--- src/rtl/usat_integ_pkg.sv ---
// Shared definitions for the unsigned integrate-and-dump accumulator.
//   ISZ      default input sample width
//   OSZ      default accumulator/output width
//   CSZ      default block-length counter width
//   OSZ_ONES all-ones value at the default output width (saturation level)
//   widths_ok() elaboration-time width sanity check (osz must exceed isz)
package usat_integ_pkg;

  localparam int ISZ = 12;
  localparam int OSZ = 16;
  localparam int CSZ = 5;

  localparam logic [OSZ-1:0] OSZ_ONES = {OSZ{1'b1}};

  function automatic bit widths_ok(input int i_w, input int o_w);
    return o_w > i_w;
  endfunction

endpackage

--- src/rtl/usat_add.sv ---
// Combinational unsigned saturating adder.
//   a   [osz-1:0]  running sum
//   b   [isz-1:0]  unsigned sample, zero-extended before the add
//   sum [osz-1:0]  a + b, clamped to all ones on overflow
//   ovf            the unclamped sum exceeded the osz-bit range
module usat_add
  import usat_integ_pkg::*;
#(
  parameter int isz = ISZ,
  parameter int osz = OSZ
) (
  input  logic [osz-1:0] a,
  input  logic [isz-1:0] b,
  output logic [osz-1:0] sum,
  output logic           ovf
);

  // One extra bit holds the carry so overflow is exact.
  logic [osz:0] full;

  assign full = {1'b0, a} + (osz+1)'(b);
  assign ovf  = full[osz];
  assign sum  = ovf ? {osz{1'b1}} : full[osz-1:0];

endmodule

--- src/rtl/usat_integ.sv ---
// Unsigned integrate-and-dump accumulator.
// Sums len+1 valid samples into a wide accumulator, then dumps one clamped
// result with a one-cycle valid strobe.
//   clk, reset    clock, asynchronous active-high reset
//   ena, in       sample qualifier and unsigned sample
//   len           block length minus 1, captured at the start of each block
//   out, sat      dumped sum and block-saturated flag, held between dumps
//   valid         one-cycle dump strobe
//   clr           (only with SAT_INTEG_CLR_EN) synchronous block abort
//
// state  | meaning (implicit in cnt)
// IDLE   | cnt = 0, next ena sample latches len and starts a block
// ACCUM  | 0 < cnt <= len_q, samples being summed
// DUMP   | ena sample with cnt == length: out/sat/valid load, block clears
module usat_integ
  import usat_integ_pkg::*;
#(
  parameter int isz = ISZ,
  parameter int osz = OSZ,
  parameter int csz = CSZ
) (
  input  logic           clk,
  input  logic           reset,
  input  logic           ena,
  input  logic [isz-1:0] in,
  input  logic [csz-1:0] len,
`ifdef SAT_INTEG_CLR_EN
  input  logic           clr,
`endif
  output logic [osz-1:0] out,
  output logic           valid,
  output logic           sat
);

  if (!widths_ok(isz, osz)) begin : g_width_check
    $error("usat_integ: osz must be greater than isz");
  end

  logic [osz-1:0] acc;
  logic [osz-1:0] sum;
  logic           ovf;
  logic           sticky;
  logic [csz-1:0] cnt;
  logic [csz-1:0] len_q;
  logic [csz-1:0] len_eff;
  logic           last;

  usat_add #(.isz(isz), .osz(osz)) u_add (
    .a   (acc),
    .b   (in),
    .sum (sum),
    .ovf (ovf)
  );

  // The first sample of a block uses the live len, since it is being latched
  // on that same edge; later samples use the latched copy.
  assign len_eff = (cnt == '0) ? len : len_q;
  assign last    = (cnt == len_eff);

  always_ff @(posedge clk or posedge reset) begin
    if (reset) begin
      acc    <= '0;
      cnt    <= '0;
      sticky <= 1'b0;
      len_q  <= '0;
      out    <= '0;
      valid  <= 1'b0;
      sat    <= 1'b0;
    end else begin
      valid <= 1'b0;
`ifdef SAT_INTEG_CLR_EN
      if (clr) begin
        acc    <= '0;
        cnt    <= '0;
        sticky <= 1'b0;
      end else
`endif
      if (ena) begin
        if (cnt == '0) len_q <= len;
        if (last) begin
          out    <= sum;
          sat    <= sticky | ovf;
          valid  <= 1'b1;
          acc    <= '0;
          cnt    <= '0;
          sticky <= 1'b0;
        end else begin
          acc    <= sum;
          cnt    <= cnt + csz'(1);
          sticky <= sticky | ovf;
        end
      end
    end
  end

endmodule

--- config.mk ---
export PLATFORM = sky130hd
export DESIGN_NAME = usat_integ
export DESIGN_NICKNAME = d
export VERILOG_FILES = /design/src/rtl/usat_integ_pkg.sv /design/src/rtl/usat_add.sv /design/src/rtl/usat_integ.sv
export SDC_FILE = /design/constraint.sdc
export NUM_CORES = 1
export LEC_CHECK = 0
export ABC_AREA = 1
export ABC_CLOCK_PERIOD_IN_PS = 2000
export CAP_MARGIN = 40
export CORE_ASPECT_RATIO = 0.7
export CORE_MARGIN = 1
export CORE_UTILIZATION = 50
export DETAILED_ROUTE_END_ITERATION = 6
export PLACE_DENSITY = 0.76
export SLEW_MARGIN = 40
export SYNTH_ARGS = -nofsm -noshare
export SYNTH_HDL_FRONTEND = slang
export SYNTH_SLANG_ARGS = --single-unit
--- constraint.sdc ---
create_clock -name clk -period 2 [get_ports clk]
set_input_delay 0.3 -clock clk [delete_from_list [all_inputs] [get_ports clk]]
set_output_delay 0.3 -clock clk [all_outputs]
set_load 0.01 [all_outputs]
# After elaboration in Yosys (flattened, before gate mapping)

Cells that the tools add are included.

Logic and storage cells: 20
Input bits: 20
Output and inout port bits: 18
Bits in registers: 45

Bitwise operators: 1
Reduce and logical (&&, ||, !) cells: 2
$add $sub $neg: 2
Mux-type cells: 7
Equal/unequal tests: 1

Operators with widths:

| operator                                     | number |
|---|---|
| two-way mux 16 bit                           | 2 |
| adder 16 x 12 -> 17 bit                      | 1 |
| two-way mux 5 bit                            | 2 |
| adder 5 x 1 -> 5 bit (second input constant) | 1 |
| equality test 5 bit                          | 1 |
| zero test 5 bit                              | 1 |
| two-way mux 1 bit                            | 3 |
| AND reduction 2 bit                          | 1 |
| bitwise OR 1 bit                             | 1 |

# Logic depth before layout (Yosys ltp)

Gate-level depths: netlist of the first run.

Word-level depth: 5
Mapped depth: 14

# Cells and area by module

A second synthesis of the first run with hierarchy kept.

Cell total of the unflattened synthesis: 434
Area, all modules: 3,106.7 um^2

By module, submodules not included:

| module     | area each (um^2) | sequential area each (um^2) | cells each | instances |
|---|---|---|---|---|
| usat_integ | 2,139.6          | 1,126.1                     | 247        | 1 |
| usat_add   | 967.2            | 0.0                         | 187        | 1 |

# Least setup slack after synthesis of the first run

Ideal clock, no wire load.

Path type: flip-flop to flip-flop
Start: register acc[0]
End: register out[13]
Data arrival time: 1.963 ns
Stages on the path, launching flop included: 12
Period minus slack after synthesis: 2.081 ns
Setup time: 0.118 ns
Setup slack: -0.081 ns
Cells stage by stage: dfrtp_1 > ha_1 > fa_1 > nand3_1 > nand3_1 > nand3_1 > nand3_1 > nand2_1 > buf_2 > nand3_1 > nand3_1 > nand2_1

Longest elaborated chain between the ends: 2

RTL lines:

| item                     | line             | RTL |
|---|---|---|
| start: declaration       | usat_integ.sv:39 | `logic [osz-1:0] acc;` |
| start signal: assignment | usat_integ.sv:88 | `acc <= sum;` |
| adder 16 x 12 -> 17 bit  | usat_add.sv:21   | `assign full = {1'b0, a} + (osz+1)'(b);` |
| two-way mux 16 bit       | usat_add.sv:23   | `assign sum = ovf ? {osz{1'b1}} : full[osz-1:0];` |
| end signal: assignment   | usat_integ.sv:81 | `out <= sum;` |
| end: declaration         | usat_integ.sv:30 | `output logic [osz-1:0] out,` |

No other way between the ends.
A chain may end at the register's enable or synchronous reset.

# Final worst setup path of the first run

Start: register cnt[1]
End: register out[1]

Longest elaborated chain between the ends: 4

RTL lines:

| item                                   | line             | RTL |
|---|---|---|
| start: declaration                     | usat_integ.sv:43 | `logic [csz-1:0] cnt;` |
| start signal: assignment               | usat_integ.sv:89 | `cnt <= cnt + csz'(1);` |
| zero test 5 bit                        | usat_integ.sv:57 | `assign len_eff = (cnt == '0) ? len : len_q;` |
| two-way mux 5 bit                      | -                |  |
| equality test 5 bit *                  | usat_integ.sv:58 | `assign last = (cnt == len_eff);` |
| AND reduction 2 bit (no source line) * | -                |  |

Mark *: on every way between the ends. The rest lies on a longest branch, timed or not.

==> flow_metrics.tcl, run 1 <==
set metrics [dict create \
    outcome "finished, violations left" \
    violations "setup timing" \
    area_delta_synth_final_pct 37.8 \
    slew_headroom 0.669 \
    die-area_um2 6630 \
    clock_skew_ns 0.00902 \
    synth-compound-area-share 0.0218 \
    clkTransAtPathRegs_ns 0.09 \
    final_nets 583 \
    setup_viol 39 \
    n_fill_cell 436 \
    power_density_nw_per_um2 1640 \
    cts_sinks 45 \
    seqPwrFrac 0.231 \
    rsz0062_at_grt "true" \
    first_iter_violations 386 \
    place.gp.congestion 0.953 \
    synth_fp_nets 492 \
    cp.required_ns 2.20 \
    placed_area_um2 3890 \
    cts_root_buf "clkbuf_8" \
    core_um2 5900 \
    gr-usage-met2 0.403 \
    viasPerCell 5.46 \
    wire_per_inst_um 15.4 \
    cts_buffers 5 \
    htreeDepth 2 \
    power_uw 7140 \
    end_kind "flip-flop" \
    p_clk_frac 0.102 \
    wirelength_um 9610 \
    met1_usage 0.379 \
    final_util 0.737 \
    busiest_layer "met2" \
    synth_seq_area_share 0.357 \
    ir_drop_uv 724 \
    fin_ws_ns -0.124 \
    synth_top_family_by_area "simple AND/OR/NAND/NOR gates" \
    clk_path_buf_depth 2 \
    initial_core_util 0.535 \
    drt-pass1-iter-count 5 \
    ys.warnings.count 0 \
    fmax_mhz 471 \
    grt_antenna_before_repair 0 \
    pin_count 38 \
    critPathLaunchType "flip-flop" \
    synth.avg_cell_area_um2 6.90 \
    ys_types 27 \
    slew_violations 0 \
    row_count 23 \
    final_cell_area_um2 4350 \
    period_needed_ns 2.12 \
    worstPathArrival_ns 2.33 \
    synth_cells 457 \
    final_antenna_net_count 0 \
    synth_top_area_share 0.357 \
    grt.overflow.total 0 \
    yosys.area.top_type "dfrtp_1" \
    critPathLaunch "cnt[1]" \
    cts_tree "built" \
    grt_pass1_vias 2917 \
    synth_adder_area_share 0.0619 \
    synthesis.area_um2 3150 \
    p_comb_frac 0.667 \
    port_buffers 37 \
    drc 0 \
    critical_path_class "flip-flop to flip-flop" \
    post-route-period-util 1.06 \
    cp_max_fo 7 \
    fp.dieH_um 68.5 \
    use_met3 0.0572 \
    rr_startpoint "cnt[1]" \
    tightestPinTransition_ns 0.495 \
    ys_ff_latch 45 \
    grt_pass1_wl_um 13600 \
    grt_usage 0.265 \
    grt_max_degree 46 \
    clock_latency_ns 0.31 \
    vias 3405 \
    diodes 0 \
    ys_top_cells_by_area "dfrtp_1, nand2_1, nand3_1" \
    synth-simple-area-share 0.438 \
    drive_gt1_frac 0.220 \
    swShare 0.472 \
    p_int_uw 3770 \
    power.switching_uw 3370 \
    dp_hpwl_um 6350 \
    synthXorXnorAreaFrac 0.0194 \
    leakagePower_uw 0.00237 \
    chipWidth_um 96.9 \
    finalHoldViolCount 0 \
    drv_cap 0 \
    min_path_type "primary input to asynchronous set/reset pin" \
    synthMuxAreaShare 0 \
]
## flip-flops by register name, summed over array words and instances, names as in the netlist
register  flops
len_q         5
out          16
valid         1
sticky        1
sat           1
acc          16
cnt           5
## timing repair
action,CTS,global route
gates resized for setup,8,44
pin swaps,3,19
cloned,1,2
setup buffers,1,12
endpoints found under the setup margin,32,40
hold endpoints to repair,0,0
hold buffers,0,0
## kinds of logic after synthesis
| kind of cell | after synthesis |
|---|---|
| flip-flops | 45 |
| AND/OR/NAND/NOR | 299 |
| buffers and inverters | 78 |
| XOR/XNOR | 7 |
| AO/OA/AOI/OAI | 13 |
| adder cells (fa/ha/maj) | 15 |
## layout make-up
| cell class | instances | area, µm² | area share |
|---|---|---|---|
| clock buffer | 7 | 86.3 | 0.0199 |
| clock inverter | 1 | 30.0 | 0.00691 |
| inverter | 67 | 255 | 0.0587 |
| multi-input combinational | 337 | 1920 | 0.442 |
| sequential | 45 | 1130 | 0.259 |
| tap | 75 | 93.8 | 0.0216 |
| timing repair buffer | 92 | 832 | 0.191 |
## power groups by stage
| stage | Combinational (µW) | Clock, µW | Sequential, µW |
|---|---|---|---|
| 4_1_cts | 3890 | 730 | 1610 |
| 3_5_place_dp | 3810 | 0 | 1620 |
| 6_report | 4770 | 729 | 1650 |
| 2_1_floorplan | 2410 | 0 | 1630 |
| 5_1_grt | 5200 | 769 | 1690 |
| 3_3_place_gp | 3710 | 0 | 1620 |
## synthesized netlist by cell type
cell	n
xor2_1	7
nor2_1	21
buf_1	2
buf_6	3
nand3_4	2
buf_2	3
clkbuf_1	2
buf_4	1
ha_1	14
nor3_1	1
a31oi_1	1
nand3_2	2
a21oi_1	5
o21ai_0	6
a21o_1	1
fa_1	1
dfrtp_1	45
nand4_4	1
and2_1	4
inv_1	67
nand2_4	3
nand2_1	172
nor2_4	5
nand4_1	5
nand2_2	6
nand3b_1	2
nand3_1	75
## placed cells by master (no fill, tap or decap), types with 2 or more instances in the layout
master and instances:
nand3b_1 2, and2_1 4, nor2_4 5, buf_4 49, nand3_2 8, clkbuf_8 6
clkdlybuf4s50_1 37, nor2_1 18, buf_12 3, nand3_1 67, buf_6 3, ha_1 13
nand2_2 20, nand2_1 153, inv_1 62, xor2_1 7, nand4_1 5, nor2_2 3
nand2_4 7, o21ai_0 5, a21oi_1 4, inv_2 3, nand3_4 6, nand2_8 2
dfrtp_1 45
## through the flow
stage	hold WS (ns)	setup slack (ns)	cells	TNS, ns
6_report	0.323	-0.124	624	-2.98
5_1_grt	0.353	-0.192	624	-6.24
4_1_cts	0.336	-0.00516	610	-0.0121
3_5_place_dp	0.458	-0.483	600	-13.40
3_3_place_gp	0.457	-0.414	600	-12.03
2_1_floorplan	0.453	0.0558	457	0
## path summary, 6_finish.rpt
kind	cells after the start	to	slack [ns]
hold / removal	3	len_q[0]	0.32
setup / recovery	12	out[1]	-0.12
setup reg to reg	12	out[1]	-0.12
max in group asynchronous	3	cnt[2]	1.46
min in group clk	2	out[12]	0.48
hold reg to reg	2	out[12]	0.48
## per-layer routing
| layer | vias to the layer above | routed length, µm |
|---|---|---|
| li1 | 1620 | - |
| met1 | 1581 | 4300 |
| met2 | 171 | 4210 |
| met3 | 33 | 815 |
| met4 | 0 | 281 |
| met5 | - | 0 |
## critical path, stage by stage (launching register included)
cell and delay (ns):
dfrtp_1 0.41, inv_2 0.09, ha_4 0.13, inv_2 0.04, nor2_4 0.23, nand3_1 0.16, nand3_1 0.12, nand2_2 0.10
nor2_4 0.21, nand4_4 0.20, buf_6 0.21, nand2_2 0.06, nand2_2 0.05
Note: power is estimated with default switching activity, not from simulation.
==> run 2, diff against run 1 <==
Settings changed: SETUP_SLACK_MARGIN set to 0.05, SLEW_MARGIN 40 to not set.
==> run 2 against run 1 <==
  * The flow still finishes with violations (setup timing)
  * Critical endpoint is now out[9]
  * Utilization decreased by 0.17 points
  * Critical path type unchanged
  * Hold slack better by 0.0047 ns
  * Worst setup slack worse by 0.027 ns
  * Maximum frequency decreased by 1.3%
  * Die area stayed put
  * Combinational power shrank 4.8%
==> flow_metrics.tcl, run 2 (synthesis results as in run 1) <==
set metrics [dict create \
    chipWidth_um 96.9 \
    period_needed_ns 2.15 \
    dp_hpwl_um 6350 \
    cts_buffers 5 \
    place.gp.congestion 0.953 \
    grt_pass1_wl_um 13800 \
    htreeDepth 2 \
    slowest_delay_ns 0.40 \
    register_area_um2 1130 \
    tightestPinTransition_ns 0.477 \
    crit_family "simple AND/OR/NAND/NOR gates" \
    final_cell_area_um2 4340 \
    setup_viol 33 \
    drive_gt1_frac 0.216 \
    n_fill_cell 438 \
    hold_ws_ns 0.327 \
    fp.dieH_um 68.5 \
    drv_cap 0 \
    final_nets 580 \
    slowest_stage "dfrtp_1" \
    wire_per_inst_um 15.5 \
    violations "setup timing" \
    clock_skew_ns 0.0138 \
    cp_cell_sequence "inv_2, ha_4, inv_2, nor2_4, nand2_4, buf_4, nand2_2, nand3_1, nand2_2, nand3_4, nor2_4, clkbuf_16, nand3_1, nand2_1" \
    worstPathArrival_ns 2.39 \
    clock_latency_ns 0.31 \
    area_delta_synth_final_pct 37.5 \
    fmax_mhz 465 \
    fin_ws_ns -0.151 \
    grt_pass1_vias 2949 \
    cts_root_buf "clkbuf_8" \
    initial_core_util 0.535 \
    wirelength_um 9630 \
    min_path_type "primary input to asynchronous set/reset pin" \
    leakagePower_uw 0.00236 \
    outcome "finished, violations left" \
    ir_drop_uv 691 \
    cts_tree "built" \
    end_kind "flip-flop" \
    grt_max_degree 46 \
    critPathLaunchType "flip-flop" \
    pin_count 38 \
    slew_headroom 0.681 \
    clkTransAtPathRegs_ns 0.09 \
    cp_num_buf_inv 4 \
    viasPerCell 5.40 \
    multi_input_area_um2 1890 \
    grt.overflow.total 0 \
    die-area_um2 6630 \
    cp.required_ns 2.24 \
    slew_violations 0 \
    core_um2 5900 \
    vias 3352 \
    clk_path_buf_depth 2 \
    grt_usage 0.269 \
    cts_sinks 45 \
    placed_area_um2 3890 \
    row_count 23 \
    final_antenna_net_count 0 \
    port_buffers 37 \
    drt-pass1-iter-count 6 \
    cp_max_fo 8 \
    final_common_cell "nand2_1" \
    first_iter_violations 312 \
    largest_registers "acc x16, out x16" \
    drc 0 \
    layout.cells.most_common_list "nand2_1, inv_1, nand3_1, dfrtp_1, buf_4" \
    diodes 0 \
    post-route-period-util 1.08 \
    power_density_nw_per_um2 1590 \
    rsz0062_at_grt "true" \
    finalHoldViolCount 0 \
    hold_buffers 0 \
    critical_path_class "flip-flop to flip-flop" \
    grt_antenna_before_repair 0 \
]
-- run 2: power by group --
part | total [µW] | switching, µW | internal, µW
sequential | 1630 | 330 | 1300
combinational | 4540 | 2590 | 1950
clock | 726 | 318 | 408
total | 6900 | 3240 | 3660
-- run 2: repair_timing --
| action | CTS | global route |
|---|---|---|
| pin swaps | 3 | 12 |
| setup buffers | 3 | 7 |
| endpoints found under the setup margin | 38 | 39 |
| gates cloned | 1 | 2 |
| endpoints found under the hold margin | 0 | 0 |
| gates resized for setup | 18 | 32 |
-- run 2: path summary, 6_finish.rpt --
path                            startpoint       end  slack [ns]  depth (start not counted)
min in group clk                   out[12]   out[12]        0.48                          2
worst max register to register      cnt[0]    out[9]       -0.15                         14
worst max-delay path                cnt[0]    out[9]       -0.15                         14
max in group asynchronous            reset    cnt[2]        1.45                          3
worst min register to register     out[12]   out[12]        0.48                          2
worst min-delay path                 reset  len_q[0]        0.33                          3
-- run 2: cell type report --
cell class                 instances  share of cell area
timing repair buffer              91               0.197
inverter                          67              0.0586
clock buffer                       7              0.0199
tap                               75              0.0216
sequential                        45               0.260
multi-input combinational        335               0.436
clock inverter                     1             0.00692
-- run 2: metal layers --
layer	global-route usage	vias up	part of all wire
met5	0	-	0
met4	0.0821	0	0.027
met3	0.0572	36	0.10
met2	0.421	186	0.42
met1	0.379	1529	0.45
li1	-	1601	-
-- run 2: worst min-delay path, cell delays in order --
cell             delay, ns
clkdlybuf4s50_1       0.40
clkinv_1              0.07
buf_12                0.24
-- run 2: per-stage QoR --
stage               total power [µW]  cells   util  setup TNS, ns  setup slack, ns
finish                          6900    621  0.735          -2.47           -0.151
global route                    7390    621  0.735          -4.77           -0.185
floorplan                       4040    457      -              0           0.0558
CTS                             6310    612  0.695              0           0.0408
global placement                5320    600  0.660         -12.03           -0.414
detailed placement              5420    600  0.660         -13.40           -0.483
==> run 3, diff against run 2 <==
Settings changed: REMOVE_ABC_BUFFERS set to 1.
==> run 3 against run 2 <==
  * The run still ends with setup timing left
  * Worst setup slack improved by 0.027 ns
  * Utilization rose by 0.23 points
  * Clock-buffer cell count did not move
  * First-iteration DRC count fell by 20%
  * Final cell count rose by 0.16%
  * Via count fell by 2.1%
  * Routed wire length fell by 3.1%
  * Register-to-register slack improved by 0.03 ns
==> flow_metrics.tcl, run 3 (synthesis results as in run 1) <==
set metrics [dict create \
    die-area_um2 6630 \
    chipWidth_um 96.9 \
    grt_max_degree 41 \
    fmax_mhz 471 \
    grt_usage 0.288 \
    critical_path_class "flip-flop to flip-flop" \
    grt_antenna_before_repair 0 \
    slowest_stage "dfrtp_1" \
    clk_path_buf_depth 2 \
    cts_sinks 45 \
    setup_viol 39 \
    power_uw 7010 \
    outcome "finished, violations left" \
    grt_pass1_wl_um 14700 \
    largest_registers "acc x16, out x16" \
    cp_max_fo 7 \
    grt_pass1_vias 3000 \
    period_needed_ns 2.12 \
    hold_buffers 0 \
    post-route-period-util 1.06 \
    finalHoldViolCount 0 \
    row_count 23 \
    drv_cap 0 \
    slew_headroom 0.722 \
    diodes 0 \
    tightestPinTransition_ns 0.416 \
    drive_gt1_frac 0.221 \
    cts_buffers 5 \
    cts_root_buf "clkbuf_8" \
    fin_ws_ns -0.124 \
    fp.dieH_um 68.5 \
    place_ws_ns -0.461 \
    cp.required_ns 2.20 \
    wire_per_inst_um 15.0 \
    cp_cell_sequence "inv_2, ha_4, inv_2, nor2_4, nand3b_1, nand3_2, nand2_2, nor2_4, buf_6, buf_6, nand3_4, nand3_2, nand2_1" \
    area_delta_synth_final_pct 37.9 \
    ir_drop_uv 691 \
    viasPerCell 5.28 \
    power_density_nw_per_um2 1610 \
    clock_latency_ns 0.31 \
    initial_core_util 0.535 \
    final_common_cell "nand2_1" \
    final_nets 581 \
    place.gp.congestion 0.911 \
    worstPathArrival_ns 2.33 \
    violations "setup timing" \
    critPathLaunchType "flip-flop" \
    clkTransAtPathRegs_ns 0.09 \
    grt.overflow.total 0 \
    wirelength_um 9330 \
    dp_hpwl_um 6290 \
    slowest_delay_ns 0.40 \
    drc 0 \
    first_iter_violations 250 \
    min_path_type "primary input to asynchronous set/reset pin" \
    clock_skew_ns 0.0126 \
    slew_violations 0 \
    end_kind "flip-flop" \
    layout.cells.most_common_list "nand2_1, inv_1, nand3_1, dfrtp_1, buf_4" \
    leakagePower_uw 0.00237 \
    pin_count 38 \
    port_buffers 37 \
    final_antenna_net_count 0 \
    drt-pass1-iter-count 5 \
    vias 3283 \
    core_um2 5900 \
    cts_tree "built" \
    htreeDepth 2 \
    rsz0062_at_grt "true" \
]
## run 3: cell types whose count changed in the layout (fill, tap and decap cells not counted), moves of 2 or more
cell | previous run | this run
a21oi_1 | 3 | 5
nand2_2 | 11 | 13
inv_1 | 61 | 63
a21oi_2 | 2 | 0
buf_12 | 2 | 4
nand2_4 | 7 | 4
nand3_2 | 17 | 25
nand3_1 | 57 | 52
## run 3: worst max-delay path, delay by kind of cell, from the launching register on
family                     cells  cell delay (ns)
adders and majority gates      1             0.14
DFF                            1             0.40
and+or+nand+nor                8             1.10
buffers and inverters          4             0.38
## run 3: worst paths after layout
kind	from	end	slack, ns	depth (start not counted)
worst max-delay path	cnt[1]	acc[7]	-0.12	13
worst min-delay path	reset	cnt[0]	0.29	2
worst max register to register	cnt[1]	acc[7]	-0.12	13
worst min register to register	out[5]	out[5]	0.47	2
max in group asynchronous	reset	acc[15]	1.20	3
min in group clk	out[5]	out[5]	0.47	2
## run 3: final cells by class
type	count	area (µm²)
clock buffer	7	86.3
timing repair buffer	91	862
inverter	67	251
fill	444	1550
multi-input combinational	336	1900
tap	75	93.8
clock inverter	1	30.0
sequential	45	1130
## run 3: timing repair
item                       in CTS  in global routing
resized for setup              31                 18
setup endpoints to repair      39                 40
pin swaps                      13                 11
gates cloned                    3                  0
buffers inserted               11                  3
## run 3: where the power goes
group	internal, µW	leakage (µW)	switching (µW)
combinational	2010	0.00174	2660
clock	408	0.0000585	320
sequential	1300	0.000576	303
## run 3: stage by stage
| step | cell area [µm²] | setup TNS [ns] | hold WS [ns] | util | cells |
|---|---|---|---|---|---|
| 6_report | 4350 | -2.00 | 0.289 | 0.737 | 622 |
| 2_1_floorplan | 3080 | -2.08 | 0.408 | - | 446 |
| 3_5_place_dp | 3890 | -14.16 | 0.459 | 0.659 | 597 |
| 5_1_grt | 4350 | -4.81 | 0.330 | 0.737 | 622 |
| 3_3_place_gp | 3890 | -10.51 | 0.454 | 0.659 | 597 |
| 4_1_cts | 4260 | -1.13 | 0.311 | 0.722 | 619 |
## run 3: per-layer routing
layer  GRT usage  wire length (µm)  vias up
met1       0.394              4310     1522
met2       0.467              4150      129
li1            -                 -     1614
met4      0.0653               116        0
met3      0.0674               754       18
met5           0                 0        -
